--- src/rtl/mem_arbiter_rr_if.sv ---
// mem_arbiter_rr_if: requester-side and RAM-side bundle
// for the N-port memory arbiter.
interface mem_arbiter_rr_if #(
  parameter int NUM_PORTS = 2,
  parameter int ADDR_W    = 32,
  parameter int DATA_W    = 32
);
  localparam int GW = $clog2(NUM_PORTS);

  logic [NUM_PORTS-1:0]        req_ren;
  logic [NUM_PORTS-1:0]        req_wen;
  logic [NUM_PORTS*ADDR_W-1:0] req_addr;
  logic [NUM_PORTS*DATA_W-1:0] req_wdata;
  logic [NUM_PORTS*DATA_W-1:0] port_rdata;
  logic [NUM_PORTS-1:0]        port_ready;
  logic [NUM_PORTS-1:0]        port_err;
  logic [GW-1:0]               grant_id;
  logic                        arb_busy;
  logic                        ram_ren;
  logic                        ram_wen;
  logic [ADDR_W-1:0]           ram_addr;
  logic [DATA_W-1:0]           ram_wdata;
  logic [DATA_W-1:0]           ram_rdata;
  logic                        ram_busy;

  modport slave (
    input  req_ren, req_wen, req_addr, req_wdata,
    input  ram_rdata, ram_busy,
    output port_rdata, port_ready, port_err,
    output grant_id, arb_busy,
    output ram_ren, ram_wen, ram_addr, ram_wdata
  );

  modport master (
    output req_ren, req_wen, req_addr, req_wdata,
    output ram_rdata, ram_busy,
    input  port_rdata, port_ready, port_err,
    input  grant_id, arb_busy,
    input  ram_ren, ram_wen, ram_addr, ram_wdata
  );
endinterface

--- src/rtl/mem_arbiter_rr.sv ---
// mem_arbiter_rr: N-port fixed/round-robin arbiter onto
// one shared RAM port, with busy-timeout watchdog.
module mem_arbiter_rr #(
  parameter int NUM_PORTS = 2,
  parameter int ADDR_W    = 32,
  parameter int DATA_W    = 32,
  parameter int RR_MODE   = 1,
  parameter int TIMEOUT   = 255
) (
  input logic            CLK,
  input logic            RST,
  mem_arbiter_rr_if.slave bus
);
  localparam int GW = $clog2(NUM_PORTS);
  localparam int CW = (TIMEOUT < 2) ? 1 : $clog2(TIMEOUT + 1);
  localparam logic [CW-1:0] TO_V = CW'(TIMEOUT);
  localparam logic [GW-1:0] LAST = GW'(NUM_PORTS - 1);
  localparam bit TO_EN = (TIMEOUT != 0);

  typedef enum logic {S_IDLE, S_ACCESS} state_e;

  state_e state_q, state_d;

  logic [NUM_PORTS-1:0] pend;
  logic [GW-1:0]        win;
  logic                 acc;
  logic                 done;
  logic                 tout;

  logic [GW-1:0] gnt_q, gnt_d;
  logic [GW-1:0] ptr_q, ptr_d;
  logic [GW-1:0] gnt_nx;

  logic              op_w_q, op_w_d;
  logic [ADDR_W-1:0] addr_q, addr_d;
  logic [DATA_W-1:0] wdata_q, wdata_d;
  logic [CW-1:0]     cnt_q, cnt_d, cnt_nx;

  logic [NUM_PORTS*DATA_W-1:0] rdata_q, rdata_d;
  logic [NUM_PORTS-1:0]        rdy_q, rdy_d;
  logic [NUM_PORTS-1:0]        err_q, err_d;

  assign pend   = bus.req_ren | bus.req_wen;
  assign acc    = (state_q == S_ACCESS);
  assign cnt_nx = cnt_q + 1'b1;
  assign done   = acc && !bus.ram_busy;
  assign tout   = acc && bus.ram_busy && TO_EN
                  && (cnt_nx == TO_V);
  assign gnt_nx = (gnt_q == LAST) ? '0 : gnt_q + 1'b1;

  // Winner: first pending port scanning upward from the
  // RR pointer (or from 0 in fixed mode), wrapping.
  always_comb begin
    int s;
    logic [GW-1:0] idx;
    s   = 0;
    idx = '0;
    win = '0;
    for (int k = NUM_PORTS - 1; k >= 0; k--) begin
      if (RR_MODE != 0) begin
        s = int'(ptr_q) + k;
        if (s >= NUM_PORTS) s = s - NUM_PORTS;
      end else begin
        s = k;
      end
      idx = GW'(s);
      if (pend[idx]) win = idx;
    end
  end

  // State register.
  always_ff @(posedge CLK) begin
    if (RST) state_q <= S_IDLE;
    else     state_q <= state_d;
  end

  // Next state: grant on any pending, leave on done/abort.
  always_comb begin
    state_d = state_q;
    unique case (state_q)
      S_IDLE:   if (|pend) state_d = S_ACCESS;
      S_ACCESS: if (done || tout) state_d = S_IDLE;
      default:  state_d = S_IDLE;
    endcase
  end

  // RAM-side outputs come from the latched request only.
  always_comb begin
    bus.arb_busy  = acc;
    bus.ram_ren   = acc && !op_w_q;
    bus.ram_wen   = acc && op_w_q;
    bus.ram_addr  = acc ? addr_q : '0;
    bus.ram_wdata = acc ? wdata_q : '0;
  end

  assign bus.grant_id   = gnt_q;
  assign bus.port_rdata = rdata_q;
  assign bus.port_ready = rdy_q;
  assign bus.port_err   = err_q;

  // Request latch, completion, watchdog and pointer update.
  always_comb begin
    gnt_d   = gnt_q;
    ptr_d   = ptr_q;
    op_w_d  = op_w_q;
    addr_d  = addr_q;
    wdata_d = wdata_q;
    cnt_d   = cnt_q;
    rdata_d = rdata_q;
    rdy_d   = '0;
    err_d   = '0;
    if (!acc && |pend) begin
      gnt_d   = win;
      op_w_d  = bus.req_wen[win];
      addr_d  = bus.req_addr[int'(win)*ADDR_W +: ADDR_W];
      wdata_d = bus.req_wdata[int'(win)*DATA_W +: DATA_W];
      cnt_d   = '0;
    end
    if (done) begin
      if (!op_w_q)
        rdata_d[int'(gnt_q)*DATA_W +: DATA_W] = bus.ram_rdata;
      rdy_d[gnt_q] = 1'b1;
      ptr_d        = gnt_nx;
    end else if (tout) begin
      err_d[gnt_q] = 1'b1;
      ptr_d        = gnt_nx;
    end else if (acc && TO_EN) begin
      cnt_d = cnt_nx;
    end
  end

  // Datapath registers.
  always_ff @(posedge CLK) begin
    if (RST) begin
      gnt_q   <= '0;
      ptr_q   <= '0;
      op_w_q  <= 1'b0;
      addr_q  <= '0;
      wdata_q <= '0;
      cnt_q   <= '0;
      rdata_q <= '0;
      rdy_q   <= '0;
      err_q   <= '0;
    end else begin
      gnt_q   <= gnt_d;
      ptr_q   <= ptr_d;
      op_w_q  <= op_w_d;
      addr_q  <= addr_d;
      wdata_q <= wdata_d;
      cnt_q   <= cnt_d;
      rdata_q <= rdata_d;
      rdy_q   <= rdy_d;
      err_q   <= err_d;
    end
  end
endmodule

--- src/flat_wrapper.sv ---
// flat-port wrapper written by rule: the top's interface ports become plain ports
module mem_arbiter_rr_flat 
#(
  parameter int NUM_PORTS = 2,
  parameter int ADDR_W    = 32,
  parameter int DATA_W    = 32,
  parameter int RR_MODE   = 1,
  parameter int TIMEOUT   = 255
)
  (CLK, RST, bus_req_ren, bus_req_wen, bus_req_addr, bus_req_wdata, bus_ram_rdata, bus_ram_busy, bus_port_rdata, bus_port_ready, bus_port_err, bus_grant_id, bus_arb_busy, bus_ram_ren, bus_ram_wen, bus_ram_addr, bus_ram_wdata);
  mem_arbiter_rr_if #(.NUM_PORTS(NUM_PORTS), .ADDR_W(ADDR_W), .DATA_W(DATA_W)) bus_i ();
  input logic CLK;
  input logic RST;
  input wire logic [$bits(bus_i.req_ren)-1:0] bus_req_ren;
  input wire logic [$bits(bus_i.req_wen)-1:0] bus_req_wen;
  input wire logic [$bits(bus_i.req_addr)-1:0] bus_req_addr;
  input wire logic [$bits(bus_i.req_wdata)-1:0] bus_req_wdata;
  input wire logic [$bits(bus_i.ram_rdata)-1:0] bus_ram_rdata;
  input wire logic [$bits(bus_i.ram_busy)-1:0] bus_ram_busy;
  output wire logic [$bits(bus_i.port_rdata)-1:0] bus_port_rdata;
  output wire logic [$bits(bus_i.port_ready)-1:0] bus_port_ready;
  output wire logic [$bits(bus_i.port_err)-1:0] bus_port_err;
  output wire logic [$bits(bus_i.grant_id)-1:0] bus_grant_id;
  output wire logic [$bits(bus_i.arb_busy)-1:0] bus_arb_busy;
  output wire logic [$bits(bus_i.ram_ren)-1:0] bus_ram_ren;
  output wire logic [$bits(bus_i.ram_wen)-1:0] bus_ram_wen;
  output wire logic [$bits(bus_i.ram_addr)-1:0] bus_ram_addr;
  output wire logic [$bits(bus_i.ram_wdata)-1:0] bus_ram_wdata;
  assign bus_i.req_ren = bus_req_ren;
  assign bus_i.req_wen = bus_req_wen;
  assign bus_i.req_addr = bus_req_addr;
  assign bus_i.req_wdata = bus_req_wdata;
  assign bus_i.ram_rdata = bus_ram_rdata;
  assign bus_i.ram_busy = bus_ram_busy;
  assign bus_port_rdata = bus_i.port_rdata;
  assign bus_port_ready = bus_i.port_ready;
  assign bus_port_err = bus_i.port_err;
  assign bus_grant_id = bus_i.grant_id;
  assign bus_arb_busy = bus_i.arb_busy;
  assign bus_ram_ren = bus_i.ram_ren;
  assign bus_ram_wen = bus_i.ram_wen;
  assign bus_ram_addr = bus_i.ram_addr;
  assign bus_ram_wdata = bus_i.ram_wdata;
  mem_arbiter_rr #(.NUM_PORTS(NUM_PORTS), .ADDR_W(ADDR_W), .DATA_W(DATA_W), .RR_MODE(RR_MODE), .TIMEOUT(TIMEOUT)) u_core (.CLK(CLK), .RST(RST), .bus(bus_i));
endmodule
--- config.mk ---
export PLATFORM = sky130hd
export DESIGN_NAME = mem_arbiter_rr_flat
export DESIGN_NICKNAME = d
export VERILOG_FILES = /design/src/rtl/mem_arbiter_rr_if.sv /design/src/rtl/mem_arbiter_rr.sv /design/src/flat_wrapper.sv
export SDC_FILE = /design/constraint.sdc
export NUM_CORES = 1
export LEC_CHECK = 0
export BUFFER_PORTS_ARGS = -buffer_cell sky130_fd_sc_hd__buf_4
export CAP_MARGIN = 20
export CORE_MARGIN = 4
export CORE_UTILIZATION = 36
export CTS_CLUSTER_SIZE = 14
export DETAILED_ROUTE_END_ITERATION = 8
export PLACE_DENSITY_LB_ADDON = 0.12
export SLEW_MARGIN = 40
export SYNTH_ARGS = -nofsm -noshare
export SYNTH_HDL_FRONTEND = slang
export SYNTH_SLANG_ARGS = --single-unit
--- constraint.sdc ---
create_clock -name CLK -period 2.8 [get_ports CLK]
set_input_delay 0.56 -clock CLK [delete_from_list [all_inputs] [get_ports CLK]]
set_output_delay 0.56 -clock CLK [all_outputs]
set_load 0.03 [all_outputs]
After elaboration in Yosys (flattened, before gate mapping). Index checks and enable logic that the tools add are counted.

Input bits: 167. Flip-flop bits (word level): 144. Logic and storage cells: 74. Output and inout port bits: 136.

Eq/ne operators: 1. Muxes and demuxes: 25. Reduce and logical (&&, ||, !) cells: 16. Order comparisons: 7. Add/sub/neg operators: 6. Shifts and indexed selects: 4. Bitwise gates (word level): 5.

Operators by type and width (count): $shiftx A64 B7 Y32 (2); $bwmux W64 (1); $mux W32 (2); $shift A32 B33 Y64 const A (1); $shiftx A32 B33 Y64 (1); $neg A6 Y33 (1); $mux W8 (4); $mux W1 (16); $add A8 B1 Y8 const B (1); $eq A8 B8 Y1 const B (1); $lt A1 B2 Y1 const B (4); $logic_and A1 B1 Y1 (7); $not A1 Y1 (4); $reduce_or A2 Y1 (2); $logic_not A1 Y1 (3); $reduce_or A3 Y1 (1); $add A1 B1 Y2 const B (1); $ge A1 B2 Y1 const B (1); $ge A2 B2 Y1 const B (1); $or A2 B2 Y2 (1); $pmux W1 S2 (1); $reduce_and A2 Y1 (1); $reduce_bool A2 Y1 (1); $sub A1 B1 Y1 const B (2); other kinds (4) (4).

Depth between registers and ports, before layout. Gate-level depths: netlist of the first run.

Word-level depth: 9. Mapped depth: 8. Gate-level depth less buffers: 7.

Least setup slack after synthesis of the first run. Ideal clock, no wire load.

Kind: register -> output. Start point: reg u_core.state_q, in the netlist u_core.bus.arb_busy. End point: out bus_ram_addr[11]. Cell stages (with the launch flop): 5. Buffers on the path: 3. Arrival: 1.485 ns. Slack: 0.755 ns. Data required time: 2.240 ns. Cell sequence: dfxtp_1 > buf_2 > clkbuf_1 > clkbuf_1 > and2_1.

Cells in the longest elaborated chain, start to end: 1.

Ends and longest elaborated chain: start, declared (line mem_arbiter_rr.sv:22) `state_e state_q, state_d;`; start signal, assigned (line mem_arbiter_rr.sv:74) `else state_q <= state_d;`; $mux W32 (line mem_arbiter_rr.sv:92) `bus.ram_addr = acc ? addr_q : '0;`; end, declared (line flat_wrapper.sv:27) `output wire logic [$bits(bus_i.ram_addr)-1:0] bus_ram_addr;`.

Every way passes these cells.

Worst setup path after layout of the first run.
Start point: reg u_core.state_q, in the netlist u_core.bus.arb_busy. End point: out bus_ram_ren.

Cells in the longest elaborated chain, start to end: 1.

Ends and longest elaborated chain: $logic_and A1 B1 Y1 (line mem_arbiter_rr.sv:90) `bus.ram_ren = acc && !op_w_q;`; end, declared (line flat_wrapper.sv:25) `output wire logic [$bits(bus_i.ram_ren)-1:0] bus_ram_ren;`.

Every way passes these cells.

==> impl_metrics.tcl, run 1 <==
set metrics [dict create \
    synthToLayoutAreaGrowth_pct 49.1 \
    ir_worst_vdd_mv 0.387 \
    slew_violations 0 \
    post-route-drc-count 0 \
    routedWlPerCell_um 15.2 \
    ys.flop_type "dfxtp_1" \
    worst_slew_pin_slew_ns 0.621 \
    cts_sinks 144 \
    min_to "u_core.bus.port_rdata[14]$_SDFFE_PP0P_" \
    hold_buffers 0 \
    firstDrtPassIters 4 \
    port_buffers 302 \
    final_cells 1248 \
    leakagePower_nw 4.37 \
    status "complete, no violations" \
    hp-start "bus_ram_rdata[14]" \
    cpMostUsedCell "buf_4" \
    path_clk_slew_ns 0.06 \
    period_minus_slack_ns 2.26 \
    seq_area_frac_synth_pct 46.2 \
    dp_cells 1216 \
    htreeDepth 4 \
    crit_type "register to primary output" \
    vias 5932 \
    cts_setup_buffers 0 \
    hold_depth 3 \
    synth_edf_count 0 \
    grt_max_degree 100 \
    critical_path.top_delay_family "buffers and inverters" \
    start_util_pct 37.2 \
    layout-drive-gt1-share_pct 34.7 \
    power_density_nw_per_um2 591 \
    antenna_found_initial 0 \
    maxCapViolCount 0 \
    cp_cell_sequence "buf_4 > nor2b_1 > buf_4" \
    synth_top_cell_by_area "dfxtp_1" \
    r2r_end "u_core.cnt_q[0]$_SDFF_PP0_" \
    cts_tree "done" \
    synth_area_leaders "dfxtp_1, mux2i_1, nand2_1, a211oi_1, and2_1" \
    clock-root-buffer "clkbuf_16" \
    insertion_delay_ns 0.41 \
    ys_seq_elements 144 \
    postRouteAntennaNets 0 \
    async_flop_share_pct 0 \
    globalRouteTotalUtil_pct 18.9 \
    grt_pass1_wl_um 29800 \
    final_util_pct 55.4 \
    drt_iter0_drc 231 \
    pin_count 303 \
    std_cell_rows 47 \
    antenna_cells 0 \
    postCtsResizedCells 0 \
    hold_class "primary input to register" \
    place_congestion 0.825 \
    synthDistinctLibCells 34 \
    syn_inst 743 \
    endpoint_kind "primary output" \
    dpl.hpwl_um 13900 \
    crit_arrival_ns 1.70 \
    worstPathRequired_ns 2.24 \
    numCtsBuffers 17 \
    cpMaxStageDelayCell "buf_4" \
    syn_nets 912 \
    die_x_um 140 \
    ys_warn_count 0 \
    vias_per_cell 4.75 \
    ys_top_cells_by_count "dfxtp_1, nand2_1, nor2_1, a21oi_1, and2_1" \
    rsz0062_at_grt "no" \
    rr_worst_depth 7 \
    path_depth 3 \
    syn_avg_cell_area_um2 8.39 \
    fin_tns_setup_ns 0 \
    gr-total-overflow 0 \
    r2r-start "u_core.cnt_q[0]$_SDFF_PP0_" \
    critPathLaunchType "register" \
    rrSetupSlack_ns 0.64 \
    synth_top_area_share_pct 46.2 \
    crit_start "u_core.bus.arb_busy$_SDFF_PP0_" \
    die_area_um2 19500 \
    die_y_um 140 \
    synth_area_um2 6230 \
    grt_pass1_vias 5706 \
    timing.final.crit_share_pct 80.8 \
    final_nets 1184 \
    path_buf_inv 2 \
    slew_headroom_pct 58.6 \
    skew_ns 0.00801 \
    nFillCells 1664 \
    yosysMostFrequentCell "dfxtp_1" \
    crit_path_max_incr_delay_ns 0.50 \
    core_area_um2 16800 \
    fmax_ghz 0.442 \
    setup_violations 0 \
    critPathMaxFanout 70 \
    timing_hold_violations_final 0 \
    drt_wl_total_um 18900 \
    cts_max_path_buffers 2 \
]
-- report_power, final --
part	internal [W]	total, W	leakage (nW)	switching (W)
logic	0.000446	0.000991	2.91	0.000545
clock network	0.00139	0.00225	0.280	0.000862
registers	0.00218	0.00224	1.18	0.0000635
total	0.00402	0.00549	4.37	0.00147
-- worst register-to-register path: cells and delay by family (launching register included) --
| kind | cells | cell delay, ns |
|---|---|---|
| AO/OA/AOI/OAI | 5 | 1.04 |
| AND/OR/NAND/NOR | 1 | 0.38 |
| flip-flops | 1 | 0.36 |
| adder cells (fa/ha/maj) | 1 | 0.31 |
-- area by class of cell --
class	count	area [um^2]	area share, %
clock buffers	22	474	5.10
clock inverters	10	125	1.35
inverters	4	15.0	0.162
multi-input cells	535	3130	33.7
flip-flops and latches	144	2880	31.0
well taps	220	275	2.96
repair buffers	313	2390	25.7
-- per-stage QoR --
step	instance area (um^2)	total power [W]	hold slack (ns)	setup slack (ns)
after global placement	8690	0.00329	0.443	0.694
after global routing	9290	0.00576	0.377	0.385
after floorplan	6230	0.00285	0.470	0.755
after detailed placement	8690	0.00330	0.448	0.652
final	9290	0.00549	0.407	0.538
after CTS	9290	0.00557	0.383	0.500
-- metal layers --
| layer | vias to the layer above | GRT usage, % | part of all wire [%] |
|---|---|---|---|
| met3 | 21 | 7.96 | 9.0 |
| met4 | 0 | 5.56 | 1.6 |
| li1 | 3064 | - | - |
| met2 | 207 | 31.5 | 49 |
| met1 | 2640 | 22.4 | 41 |
| met5 | - | 0 | 0 |
-- flip-flops by register name (all words and copies together), names as in the netlist --
signal	flops
u_core.bus.port_rdata	64
u_core.bus.arb_busy	1
u_core.cnt_q	8
u_core.wdata_q	32
u_core.addr_q	32
u_core.op_w_q	1
u_core.bus.port_err	2
u_core.ptr_q	1
u_core.bus.port_ready	2
u_core.bus.grant_id	1
-- how the worst max path moves through the flow --
| stage | end | slack [ns] |
|---|---|---|
| floorplan | bus_ram_addr[11] | 0.76 |
| global placement | u_core.cnt_q[0]$_SDFF_PP0_ | 0.69 |
| detailed placement | u_core.cnt_q[0]$_SDFF_PP0_ | 0.65 |
| CTS | bus_ram_addr[16] | 0.50 |
| global route | bus_ram_ren | 0.39 |
| finish | bus_ram_ren | 0.54 |
-- placed cells by master (no fill, tap or decap), drive strengths merged --
cell and instances:
a21oi 74, or3 2, inv 6, o211ai 1, xor2 1, dfxtp 144, and3 1, mux2i 64
mux2 1, nand2 137, nor2 81, nand2b 1, xnor2 4, nor3 6, nor2b 4, o22ai 1
clkinv 2, o221a 1, a211oi 64, a21o 4, clkbuf 22, bufinv 2, o21ai 5, a311oi 1
nand3 6, buf 313, nand4 3, clkinvlp 4, nand3b 2, and2 69, ha 2
-- kinds of logic (layout without fill, tap and decap cells) --
group	Yosys count	count (layout)	synth area share, %
compound gates	151	151	15.6
xor+xnor	5	5	0.702
fa+ha+maj	2	2	0.401
buf+inv	64	349	4.01
flops	144	144	46.2
mux	65	65	10.5
simple gates	312	312	22.6
Note: power is estimated with default switching activity, not from simulation.
==> run 2, diff against run 1 <==
--- a/config.mk
+++ b/config.mk
@@ -5,6 +5,7 @@
 export SDC_FILE = /design/constraint.sdc
 export NUM_CORES = 1
 export LEC_CHECK = 0
+export ABC_AREA = 1
 export BUFFER_PORTS_ARGS = -buffer_cell sky130_fd_sc_hd__buf_4
 export CAP_MARGIN = 20
 export CORE_MARGIN = 4
==> constraint.sdc (replaced) <==
create_clock -name CLK -period 1.95 [get_ports CLK]
set_input_delay 0.39 -clock CLK [delete_from_list [all_inputs] [get_ports CLK]]
set_output_delay 0.39 -clock CLK [all_outputs]
set_load 0.03 [all_outputs]
==> run 2 against run 1 <==
Final cell count rose by 13%. Synthesized cell count grew 20%. Register-to-register slack got worse by 0.41 ns.
==> impl_metrics.tcl, run 2 <==
set metrics [dict create \
    place_congestion 0.875 \
    std_cell_rows 47 \
    syn_avg_cell_area_um2 6.99 \
    final_nets 1340 \
    drt_iter0_drc 355 \
    cpMaxStageDelayCell "dfxtp_2" \
    largest_reg_flops 64 \
    core_area_um2 16800 \
    nFillCells 1696 \
    synth_edf_count 0 \
    critPathLaunchType "register" \
    worstPathRequired_ns 1.56 \
    drt_wl_total_um 21200 \
    ys_seq_elements 144 \
    synthToLayoutAreaGrowth_pct 50.5 \
    die_x_um 139 \
    gr-total-overflow 0 \
    final_cells 1404 \
    crit_path_max_incr_delay_ns 0.41 \
    cts_max_path_buffers 2 \
    period_minus_slack_ns 1.81 \
    routedWlPerCell_um 15.1 \
    yosysMostFrequentCell "nor2_1" \
    synth_top_area_share_pct 46.5 \
    clock-root-buffer "clkbuf_16" \
    power_density_nw_per_um2 902 \
    globalRouteTotalUtil_pct 21.2 \
    seq_area_um2 2880 \
    syn_nets 1057 \
    final_cell_mix "buf_4, nor2_1, nand2_1" \
    hold_buffers 0 \
    layout_commonest_cell "buf_4" \
    numCtsBuffers 17 \
    die_area_um2 19400 \
    async_flop_share_pct 0 \
    critPathMaxFanout 30 \
    synth_area_um2 6210 \
    slew_headroom_pct 57.5 \
    htreeDepth 4 \
    ir_worst_vdd_mv 0.590 \
    leakagePower_nw 4.92 \
    multi_input_area_um2 2770 \
    antenna_cells 0 \
    path_clk_slew_ns 0.07 \
    setup_violations 0 \
    insertion_delay_ns 0.42 \
    ys_warn_count 0 \
    crit_type "register to primary output" \
    grt_pass1_wl_um 33600 \
    firstDrtPassIters 5 \
    worst_slew_pin_slew_ns 0.636 \
    vias 6483 \
    seq_area_frac_synth_pct 46.5 \
    port_buffers 302 \
    ys_top_cells_by_count "nor2_1, nand2_1, dfxtp_1, inv_1, o21ai_0" \
    synth_top_cell_by_area "dfxtp_1" \
    grt_pass1_vias 6283 \
    hold_class "primary input to register" \
    maxCapViolCount 0 \
    crit_arrival_ns 1.42 \
    layout-drive-gt1-share_pct 31.6 \
    cp_cell_sequence "buf_8 > nand2_1 > inv_1 > buf_4" \
    endpoint_kind "primary output" \
    skew_ns 0.0110 \
    fin_tns_setup_ns 0 \
    dpl.hpwl_um 15000 \
    slew_violations 0 \
    cts_sinks 144 \
    postRouteAntennaNets 0 \
    syn_inst 888 \
    post-route-drc-count 0 \
    timing.final.crit_share_pct 92.9 \
    grt_max_degree 67 \
    rsz0062_at_grt "no" \
    ys.flop_type "dfxtp_1" \
    synthDistinctLibCells 25 \
    cts_tree "done" \
    vias_per_cell 4.62 \
    start_util_pct 37.0 \
    final_util_pct 55.7 \
    timing_hold_violations_final 0 \
    status "complete, no violations" \
    fmax_ghz 0.552 \
    antenna_found_initial 0 \
    synth_area_leaders "dfxtp_1, nor2_1, nand2_1, o31ai_1, o21ai_0" \
    dp_cells 1372 \
    pin_count 303 \
    die_y_um 139 \
]
## run 2: worst paths after layout
| path | startpoint | end | slack, ns | cells past startpoint |
|---|---|---|---|---|
| setup / recovery | u_core.bus.arb_busy$_SDFF_PP0_ | bus_ram_addr[21] | 0.14 | 4 |
| setup reg to reg | u_core.cnt_q[0]$_SDFF_PP0_ | u_core.cnt_q[7]$_SDFF_PP0_ | 0.23 | 10 |
| hold reg to reg | u_core.addr_q[31]$_SDFFE_PP0P_ | u_core.addr_q[31]$_SDFFE_PP0P_ | 0.46 | 2 |
| hold / removal | bus_ram_rdata[13] | u_core.bus.port_rdata[45]$_SDFFE_PP0P_ | 0.20 | 3 |
## run 2: critical path, delay by kind of cell (launching register included)
kind,cells,cell delay (ns)
buffers and inverters,3,0.49
flip-flops,1,0.41
AND/OR/NAND/NOR,1,0.09
## run 2: power breakdown
group,switching [W],leakage (nW),total (W),internal [W]
clock,0.00130,0.291,0.00335,0.00206
combinational,0.00102,3.45,0.00173,0.000704
sequential,0.000150,1.18,0.00335,0.00320
## run 2: cell families after synthesis
kind of cell    synth area share [%]
fa+ha+maj                      0.403
simple gates                    29.6
compound gates                  14.4
buf+inv                         9.19
flops                           46.5
## run 2: through the flow
step	instance area [um^2]	total power [W]	setup slack [ns]	hold slack (ns)
3_5_place_dp	8720	0.00514	0.224	0.442
4_1_cts	9330	0.00851	0.0354	0.181
5_1_grt	9340	0.00881	0.00431	0.193
2_1_floorplan	6210	0.00435	0.0700	0.428
3_3_place_gp	8720	0.00513	0.256	0.440
6_report	9340	0.00842	0.138	0.196
## run 2: area by class of cell
type	instances	area share (%)
timing repair buffer	320	26.6
inverter	85	3.42
sequential	144	30.9
clock buffer	20	4.78
clock inverter	12	1.70
tap	220	2.95
multi-input combinational	603	29.6
## run 2: layer usage
| metal | GRT usage [%] | vias up | wire, um |
|---|---|---|---|
| li1 | - | 3347 | - |
| met1 | 26.4 | 2893 | 8950 |
| met2 | 34.3 | 222 | 9910 |
| met3 | 8.27 | 21 | 1990 |
| met4 | 6.02 | 0 | 331 |
| met5 | 0 | - | 0 |
## run 2: timing repair
action                                  CTS  global route
pin swaps                                 0             0
endpoints found under the setup margin    4            10
setup buffers                             0             0
gates resized for setup                   1             2
hold endpoints to repair                  0             0
